**src/rtl/game_state_ctrl_pkg.sv**
```systemverilog
// Shared encodings and widths for the Frogger game sequencer.
// Consumed by the sequencer, its interface and the downstream game/lives logic.
package game_state_ctrl_pkg;

  localparam int STATE_W   = 3;
  localparam int LIVES_W   = 2;
  localparam int SCORE_W   = 7;
  localparam int LEVEL_W   = 3;
  localparam int FRAME_W   = 8;
  localparam int GOAL_W    = 8;
  localparam int Y_W       = 6;
  localparam int SCORE_MAX = 99;

  typedef enum logic [STATE_W-1:0] {
    ST_IDLE      = 3'd0,
    ST_RUNNING   = 3'd1,
    ST_HIT       = 3'd2,
    ST_P1_WINS   = 3'd3,
    ST_GAME_OVER = 3'd4,
    ST_CLEANUP   = 3'd5
  } state_t;

  // Two-digit display: the score never wraps past 99.
  function automatic logic [SCORE_W-1:0] score_sat_inc(input logic [SCORE_W-1:0] s);
    return (s >= SCORE_W'(SCORE_MAX)) ? s : s + SCORE_W'(1);
  endfunction

endpackage

```
**src/rtl/game_state_ctrl_if.sv**
```systemverilog
// Game sequencer signal bundle: frame/collision/frog inputs and play-state outputs.
// slave = the sequencer itself, master = the datapath that feeds and consumes it.
interface game_state_ctrl_if;
  import game_state_ctrl_pkg::*;

  logic               i_Game_Start;
  logic               i_VSync;
  logic               i_Collided;
  logic [Y_W-1:0]     i_Frogger_Y;
  logic [STATE_W-1:0] o_State;
  logic               o_Game_Active;
  logic               o_Respawn;
  logic [LIVES_W-1:0] o_Lives;
  logic [SCORE_W-1:0] o_Score;
  logic [LEVEL_W-1:0] o_Level;

  modport master (
    output i_Game_Start, i_VSync, i_Collided, i_Frogger_Y,
    input  o_State, o_Game_Active, o_Respawn, o_Lives, o_Score, o_Level
  );

  modport slave (
    input  i_Game_Start, i_VSync, i_Collided, i_Frogger_Y,
    output o_State, o_Game_Active, o_Respawn, o_Lives, o_Score, o_Level
  );

endinterface

```
**src/rtl/game_state_ctrl_edge_detect.sv**
```systemverilog
// Rising-edge detector against a registered previous sample.
// RESET_VAL=1 suppresses an edge for a level already high when reset releases.
module edge_detect #(
  parameter logic RESET_VAL = 1'b1
) (
  input  logic i_Clk,
  input  logic i_Rst,
  input  logic i_Sig,
  output logic o_Rise
);

  logic prev_q;
  logic prev_d;

  always_comb begin
    prev_d = i_Sig;
  end

  always_ff @(posedge i_Clk) begin
    if (i_Rst) begin
      prev_q <= RESET_VAL;
    end else begin
      prev_q <= prev_d;
    end
  end

  assign o_Rise = i_Sig & ~prev_q;

endmodule

```
**src/rtl/game_state_ctrl.sv**
```systemverilog
// Frogger play sequencer: owns state, lives, score, level and respawn timing.
// state      | meaning
// IDLE       | waiting for start press
// RUNNING    | play active, collisions and goals scored
// HIT        | frog frozen for c_RESPAWN_FRAMES frame ticks
// P1_WINS    | score reached c_WIN_SCORE, counters held
// GAME_OVER  | lives exhausted, counters held
// CLEANUP    | one cycle: clear counters, reload lives, respawn
module game_state_ctrl
  import game_state_ctrl_pkg::*;
#(
  parameter int c_MAX_LIVES      = 3,
  parameter int c_WIN_SCORE      = 10,
  parameter int c_PTS_PER_LEVEL  = 2,
  parameter int c_MAX_LEVEL      = 7,
  parameter int c_GOAL_ROW       = 0,
  parameter int c_RESPAWN_FRAMES = 60
) (
  input  logic             i_Clk,
  input  logic             i_Rst,
  game_state_ctrl_if.slave bus
);

  logic start_rise;
  logic coll_rise;
  logic goal_rise;
  logic tick_rise;
  logic at_goal;

  assign at_goal = (bus.i_Frogger_Y == Y_W'(c_GOAL_ROW));

  edge_detect #(.RESET_VAL(1'b1)) u_start_edge (
    .i_Clk(i_Clk), .i_Rst(i_Rst), .i_Sig(bus.i_Game_Start), .o_Rise(start_rise)
  );
  edge_detect #(.RESET_VAL(1'b1)) u_coll_edge (
    .i_Clk(i_Clk), .i_Rst(i_Rst), .i_Sig(bus.i_Collided), .o_Rise(coll_rise)
  );
  edge_detect #(.RESET_VAL(1'b1)) u_goal_edge (
    .i_Clk(i_Clk), .i_Rst(i_Rst), .i_Sig(at_goal), .o_Rise(goal_rise)
  );
  edge_detect #(.RESET_VAL(1'b0)) u_vsync_edge (
    .i_Clk(i_Clk), .i_Rst(i_Rst), .i_Sig(bus.i_VSync), .o_Rise(tick_rise)
  );

  state_t             state_q,     state_d;
  logic [LIVES_W-1:0] lives_q,     lives_d;
  logic [SCORE_W-1:0] score_q,     score_d;
  logic [LEVEL_W-1:0] level_q,     level_d;
  logic [GOAL_W-1:0]  goal_cnt_q,  goal_cnt_d;
  logic [FRAME_W-1:0] frame_cnt_q, frame_cnt_d;
  logic               respawn_q,   respawn_d;
  logic               active_q,    active_d;

  logic [SCORE_W-1:0] score_inc;
  logic [GOAL_W-1:0]  goal_inc;
  logic [FRAME_W-1:0] frame_inc;

  assign score_inc = score_sat_inc(score_q);
  assign goal_inc  = goal_cnt_q + GOAL_W'(1);
  assign frame_inc = frame_cnt_q + FRAME_W'(1);

  always_comb begin
    state_d     = state_q;
    lives_d     = lives_q;
    score_d     = score_q;
    level_d     = level_q;
    goal_cnt_d  = goal_cnt_q;
    frame_cnt_d = frame_cnt_q;
    respawn_d   = 1'b0;

    case (state_q)
      ST_IDLE: begin
        if (start_rise) begin
          state_d    = ST_RUNNING;
          lives_d    = LIVES_W'(c_MAX_LIVES);
          score_d    = '0;
          level_d    = '0;
          goal_cnt_d = '0;
          respawn_d  = 1'b1;
        end
      end

      ST_RUNNING: begin
        // A collision in the same cycle as a goal discards the goal.
        if (coll_rise) begin
          lives_d     = lives_q - LIVES_W'(1);
          frame_cnt_d = '0;
          state_d     = (lives_q == LIVES_W'(1)) ? ST_GAME_OVER : ST_HIT;
        end else if (goal_rise) begin
          score_d = score_inc;
          if (goal_inc >= GOAL_W'(c_PTS_PER_LEVEL)) begin
            goal_cnt_d = '0;
            if (level_q < LEVEL_W'(c_MAX_LEVEL)) begin
              level_d = level_q + LEVEL_W'(1);
            end
          end else begin
            goal_cnt_d = goal_inc;
          end
          if (score_inc >= SCORE_W'(c_WIN_SCORE)) begin
            state_d = ST_P1_WINS;
          end else begin
            respawn_d = 1'b1;
          end
        end
      end

      ST_HIT: begin
        if (tick_rise) begin
          frame_cnt_d = frame_inc;
          if (frame_inc == FRAME_W'(c_RESPAWN_FRAMES)) begin
            state_d   = ST_RUNNING;
            respawn_d = 1'b1;
          end
        end
      end

      ST_P1_WINS, ST_GAME_OVER: begin
        if (start_rise) begin
          state_d = ST_CLEANUP;
        end
      end

      ST_CLEANUP: begin
        state_d     = ST_IDLE;
        lives_d     = LIVES_W'(c_MAX_LIVES);
        score_d     = '0;
        level_d     = '0;
        goal_cnt_d  = '0;
        frame_cnt_d = '0;
        respawn_d   = 1'b1;
      end

      default: begin
        state_d     = ST_IDLE;
        lives_d     = LIVES_W'(c_MAX_LIVES);
        score_d     = '0;
        level_d     = '0;
        goal_cnt_d  = '0;
        frame_cnt_d = '0;
        respawn_d   = 1'b0;
      end
    endcase

    active_d = (state_d == ST_RUNNING);
  end

  always_ff @(posedge i_Clk) begin
    if (i_Rst) begin
      state_q     <= ST_IDLE;
      lives_q     <= LIVES_W'(c_MAX_LIVES);
      score_q     <= '0;
      level_q     <= '0;
      goal_cnt_q  <= '0;
      frame_cnt_q <= '0;
      respawn_q   <= 1'b0;
      active_q    <= 1'b0;
    end else begin
      state_q     <= state_d;
      lives_q     <= lives_d;
      score_q     <= score_d;
      level_q     <= level_d;
      goal_cnt_q  <= goal_cnt_d;
      frame_cnt_q <= frame_cnt_d;
      respawn_q   <= respawn_d;
      active_q    <= active_d;
    end
  end

  assign bus.o_State       = state_q;
  assign bus.o_Game_Active = active_q;
  assign bus.o_Respawn     = respawn_q;
  assign bus.o_Lives       = lives_q;
  assign bus.o_Score       = score_q;
  assign bus.o_Level       = level_q;

endmodule

```
**src/flat_wrapper.sv**
```systemverilog
// flat-port wrapper written by rule: the top's interface ports become plain ports
module game_state_ctrl_flat import game_state_ctrl_pkg::*;
#(
  parameter int c_MAX_LIVES      = 3,
  parameter int c_WIN_SCORE      = 10,
  parameter int c_PTS_PER_LEVEL  = 2,
  parameter int c_MAX_LEVEL      = 7,
  parameter int c_GOAL_ROW       = 0,
  parameter int c_RESPAWN_FRAMES = 60
)
  (i_Clk, i_Rst, bus_i_Game_Start, bus_i_VSync, bus_i_Collided, bus_i_Frogger_Y, bus_o_State, bus_o_Game_Active, bus_o_Respawn, bus_o_Lives, bus_o_Score, bus_o_Level);
  game_state_ctrl_if bus_i ();
  input  logic i_Clk;
  input  logic i_Rst;
  input wire logic [$bits(bus_i.i_Game_Start)-1:0] bus_i_Game_Start;
  input wire logic [$bits(bus_i.i_VSync)-1:0] bus_i_VSync;
  input wire logic [$bits(bus_i.i_Collided)-1:0] bus_i_Collided;
  input wire logic [$bits(bus_i.i_Frogger_Y)-1:0] bus_i_Frogger_Y;
  output wire logic [$bits(bus_i.o_State)-1:0] bus_o_State;
  output wire logic [$bits(bus_i.o_Game_Active)-1:0] bus_o_Game_Active;
  output wire logic [$bits(bus_i.o_Respawn)-1:0] bus_o_Respawn;
  output wire logic [$bits(bus_i.o_Lives)-1:0] bus_o_Lives;
  output wire logic [$bits(bus_i.o_Score)-1:0] bus_o_Score;
  output wire logic [$bits(bus_i.o_Level)-1:0] bus_o_Level;
  assign bus_i.i_Game_Start = bus_i_Game_Start;
  assign bus_i.i_VSync = bus_i_VSync;
  assign bus_i.i_Collided = bus_i_Collided;
  assign bus_i.i_Frogger_Y = bus_i_Frogger_Y;
  assign bus_o_State = bus_i.o_State;
  assign bus_o_Game_Active = bus_i.o_Game_Active;
  assign bus_o_Respawn = bus_i.o_Respawn;
  assign bus_o_Lives = bus_i.o_Lives;
  assign bus_o_Score = bus_i.o_Score;
  assign bus_o_Level = bus_i.o_Level;
  game_state_ctrl #(.c_MAX_LIVES(c_MAX_LIVES), .c_WIN_SCORE(c_WIN_SCORE), .c_PTS_PER_LEVEL(c_PTS_PER_LEVEL), .c_MAX_LEVEL(c_MAX_LEVEL), .c_GOAL_ROW(c_GOAL_ROW), .c_RESPAWN_FRAMES(c_RESPAWN_FRAMES)) u_core (.i_Clk(i_Clk), .i_Rst(i_Rst), .bus(bus_i));
endmodule
```
**config.mk**
```make
export PLATFORM = sky130hd
export DESIGN_NAME = game_state_ctrl_flat
export DESIGN_NICKNAME = d
export VERILOG_FILES = /design/src/rtl/game_state_ctrl_pkg.sv /design/src/rtl/game_state_ctrl_if.sv /design/src/rtl/game_state_ctrl_edge_detect.sv /design/src/rtl/game_state_ctrl.sv /design/src/flat_wrapper.sv
export SDC_FILE = /design/constraint.sdc
export NUM_CORES = 1
export LEC_CHECK = 0
export BUFFER_PORTS_ARGS = -buffer_cell sky130_fd_sc_hd__buf_2
export CAP_MARGIN = 20
export CORE_AREA = 3 3 72 74
export CTS_CLUSTER_SIZE = 28
export DETAILED_ROUTE_END_ITERATION = 8
export DIE_AREA = 0 0 75 77
export PLACE_DENSITY_LB_ADDON = 0.05
export SLEW_MARGIN = 10
export SYNTH_ARGS = -nofsm -noshare
export SYNTH_HDL_FRONTEND = slang
export SYNTH_HIERARCHICAL = 1
export SYNTH_SLANG_ARGS = --single-unit
```
**constraint.sdc**
```tcl
create_clock -name i_Clk -period 6.75 [get_ports i_Clk]
set_clock_uncertainty 0.15 [all_clocks]
set_input_delay 1.0125 -clock i_Clk [delete_from_list [all_inputs] [get_ports i_Clk]]
set_output_delay 1.0125 -clock i_Clk [all_outputs]
set_load 0.01 [all_outputs]
```
==> results_dict.tcl <==
set metrics [dict create \
    status "finished clean" \
    start_util 0.435 \
    syn_inst 244 \
    grt_pass1_wl_um 7490 \
    cts_resized 0 \
    drtPass1Iterations 4 \
    gp_congestion 0.796 \
    antenna_found_initial 0 \
    final_common_cell "dfxtp_1" \
    cts.sinks 37 \
    final_core_utilization 0.486 \
    yosysSeqAreaShare 0.365 \
    rsz0062_at_grt "false" \
    min_path_cells 2 \
    numCtsBuffers 5 \
    cts_tree "yes" \
    areaGrowthSynthToFinish_pct 11.7 \
    reg2reg_from "u_core/u_start_edge/prev_q" \
    cellPowerDensity_nw_per_um2 169 \
    crit_path_start "bus_i_Frogger_Y[3]" \
    netlist.area_leader.share 0.365 \
    dieArea_um2 5780 \
    worst_pin_slew_ns 0.870 \
    fmax_mhz 286 \
    syn_nets 261 \
    drtAntennaViolNets 0 \
    hold_violations 0 \
    numPortBuffers 27 \
    chipHeight_um 77 \
    place_hpwl_um 2980 \
    synth_cell_types 55 \
    slew_violations 0 \
    core_um2 4660 \
    cp.arrival_ns 3.48 \
    clk_pin_slew_ns 0.07 \
    synth_area_um2 2030 \
    setup_violations 0 \
    via_count 1783 \
    reg2regPathDepth 7 \
    synth_edf_count 0 \
    crit_fanout 15 \
    layout-drive-gt1-share 0.168 \
    hp-start "u_core/goal_cnt_q[1]" \
    p_leak_uw 0.000937 \
    cp.required_ns 6.74 \
    die_w_um 75 \
    n_antenna_cell 0 \
    cts_root_buffer "clkbuf_8" \
    holdBufCountCts 0 \
    dr.first_iter.drc_count 116 \
    cp-end-kind "flip-flop" \
    fillers 470 \
    final_cell_mix "dfxtp_1, buf_2, nor2_1" \
    via_per_inst 5.54 \
    cts_max_path_buffers 2 \
    ir_worst_vdd_uv 85.0 \
    insertion_delay_ns 0.28 \
    io_pins 28 \
    synthArstFlopShare 0 \
    drcViolationCount 0 \
    maxCapViolCount 0 \
    synth_area_per_cell_um2 8.32 \
    fin_setup_tns_ns 0 \
    synth_top_cell_by_area "dfxtp_1" \
    relSlewSlack 0.416 \
    ys_warn_count 6 \
    ctsHtreeMaxLevel 2 \
    cts_setup_buffers 0 \
    grt_max_degree 31 \
    wl_per_cell_um 13.3 \
    fin_crit_ns 3.49 \
    hp-class "flip-flop to flip-flop" \
    num_rows 25 \
    crit_type "input pin to flip-flop" \
    synth_ff_type "dfxtp_1" \
    drt_wl_total_um 4270 \
    critPathLaunchType "input pin" \
    yosys_register_bits 37 \
    synth_area_leaders "dfxtp_1, nor2_1, a21oi_1" \
    fin_crit_sh 0.517 \
    grt-ovfl-total 0 \
    grt_pass1_vias 1602 \
    grt_usage 0.162 \
    nNetsFinal 286 \
]
cells by family (layout without fill, tap and decap cells):
kind of cell / after synthesis / count (layout) / synth area share
adders and majority gates: 6 / 6 / 0.0370
xor gates and xnor gates: 2 / 2 / 0.00863
DFF: 37 / 37 / 0.365
muxes: 2 / 2 / 0.00986
and+or+nand+nor: 115 / 115 / 0.320
buffers and inverters: 15 / 39 / 0.0308
AOI/OAI and AO/OA: 67 / 67 / 0.229
cells in the mapped netlist, drive strengths merged (5+ instances only):
| library cell | n |
|---|---|
| dfxtp | 37 |
| a21oi | 18 |
| nor2 | 23 |
| a31oi | 7 |
| nor3 | 5 |
| nand2 | 22 |
| and3 | 9 |
| ha | 6 |
| inv | 6 |
| buf | 5 |
| nand3 | 6 |
| o21ai | 17 |
| and2 | 11 |
| nor2b | 10 |
power by group:
group / switching (uW) / total, uW / leakage, uW / internal, uW
combinational: 12.7 / 22.3 / 0.000597 / 9.59
sequential: 2.47 / 223 / 0.000300 / 221
clock: 70.1 / 138 / 0.0000399 / 67.8
total: 85.2 / 383 / 0.000937 / 298
final cells by class:
cell class	count	area, um^2	area share
timing repair buffer	27	135	0.0596
clock inverter	1	5.00	0.00221
inverter	6	22.5	0.00994
clock buffer	5	68.8	0.0304
tap	54	67.6	0.0298
sequential	37	741	0.327
multi-input combinational	192	1230	0.541
per-stage QoR:
step	hold slack, ns	cell area, um^2	power [uW]	instances	worst slack (ns)
6_report	0.338	2270	383	322	3.26
3_3_place_gp	0.319	2190	251	316	3.03
2_1_floorplan	0.303	2030	243	244	3.67
5_1_grt	0.372	2270	406	322	2.87
3_5_place_dp	0.337	2190	251	316	2.98
4_1_cts	0.347	2270	392	322	3.28
sequential cells by signal, indices dropped and copies added (netlist names):
signal / cells
u_core/frame_cnt_q: 8
u_core/goal_cnt_q: 8
u_core/bus.o_Score: 7
u_core/bus.o_Level: 3
u_core/bus.o_State: 3
u_core/bus.o_Lives: 2
u_core/bus.o_Game_Active: 1
u_core/bus.o_Respawn: 1
u_core/u_coll_edge/prev_q: 1
u_core/u_goal_edge/prev_q: 1
u_core/u_start_edge/prev_q: 1
u_core/u_vsync_edge/prev_q: 1
routing by layer:
layer | global-route usage | part of all wire
met5 | 0 | 0
met4 | 0.0587 | 0.011
met3 | 0.0419 | 0.034
met2 | 0.236 | 0.44
met1 | 0.227 | 0.52
path summary, 6_finish.rpt:
check	end	slack (ns)
worst max-delay path	u_core/bus.o_Score[1]	3.26
worst min-delay path	u_core/goal_cnt_q[1]	0.34
worst max register to register	u_core/bus.o_Score[1]	4.35
worst min register to register	u_core/goal_cnt_q[1]	0.34
critical path: stages:
cell	delay [ns]
buf_2	0.09
or4_1	0.50
nor3_1	0.16
nor2b_1	0.20
nor2b_1	0.24
a21oi_1	0.10
o21ai_1	0.70
o21ai_0	0.20
a32oi_1	0.21
nor2_1	0.06
Note: power is estimated with default switching activity, not from simulation.
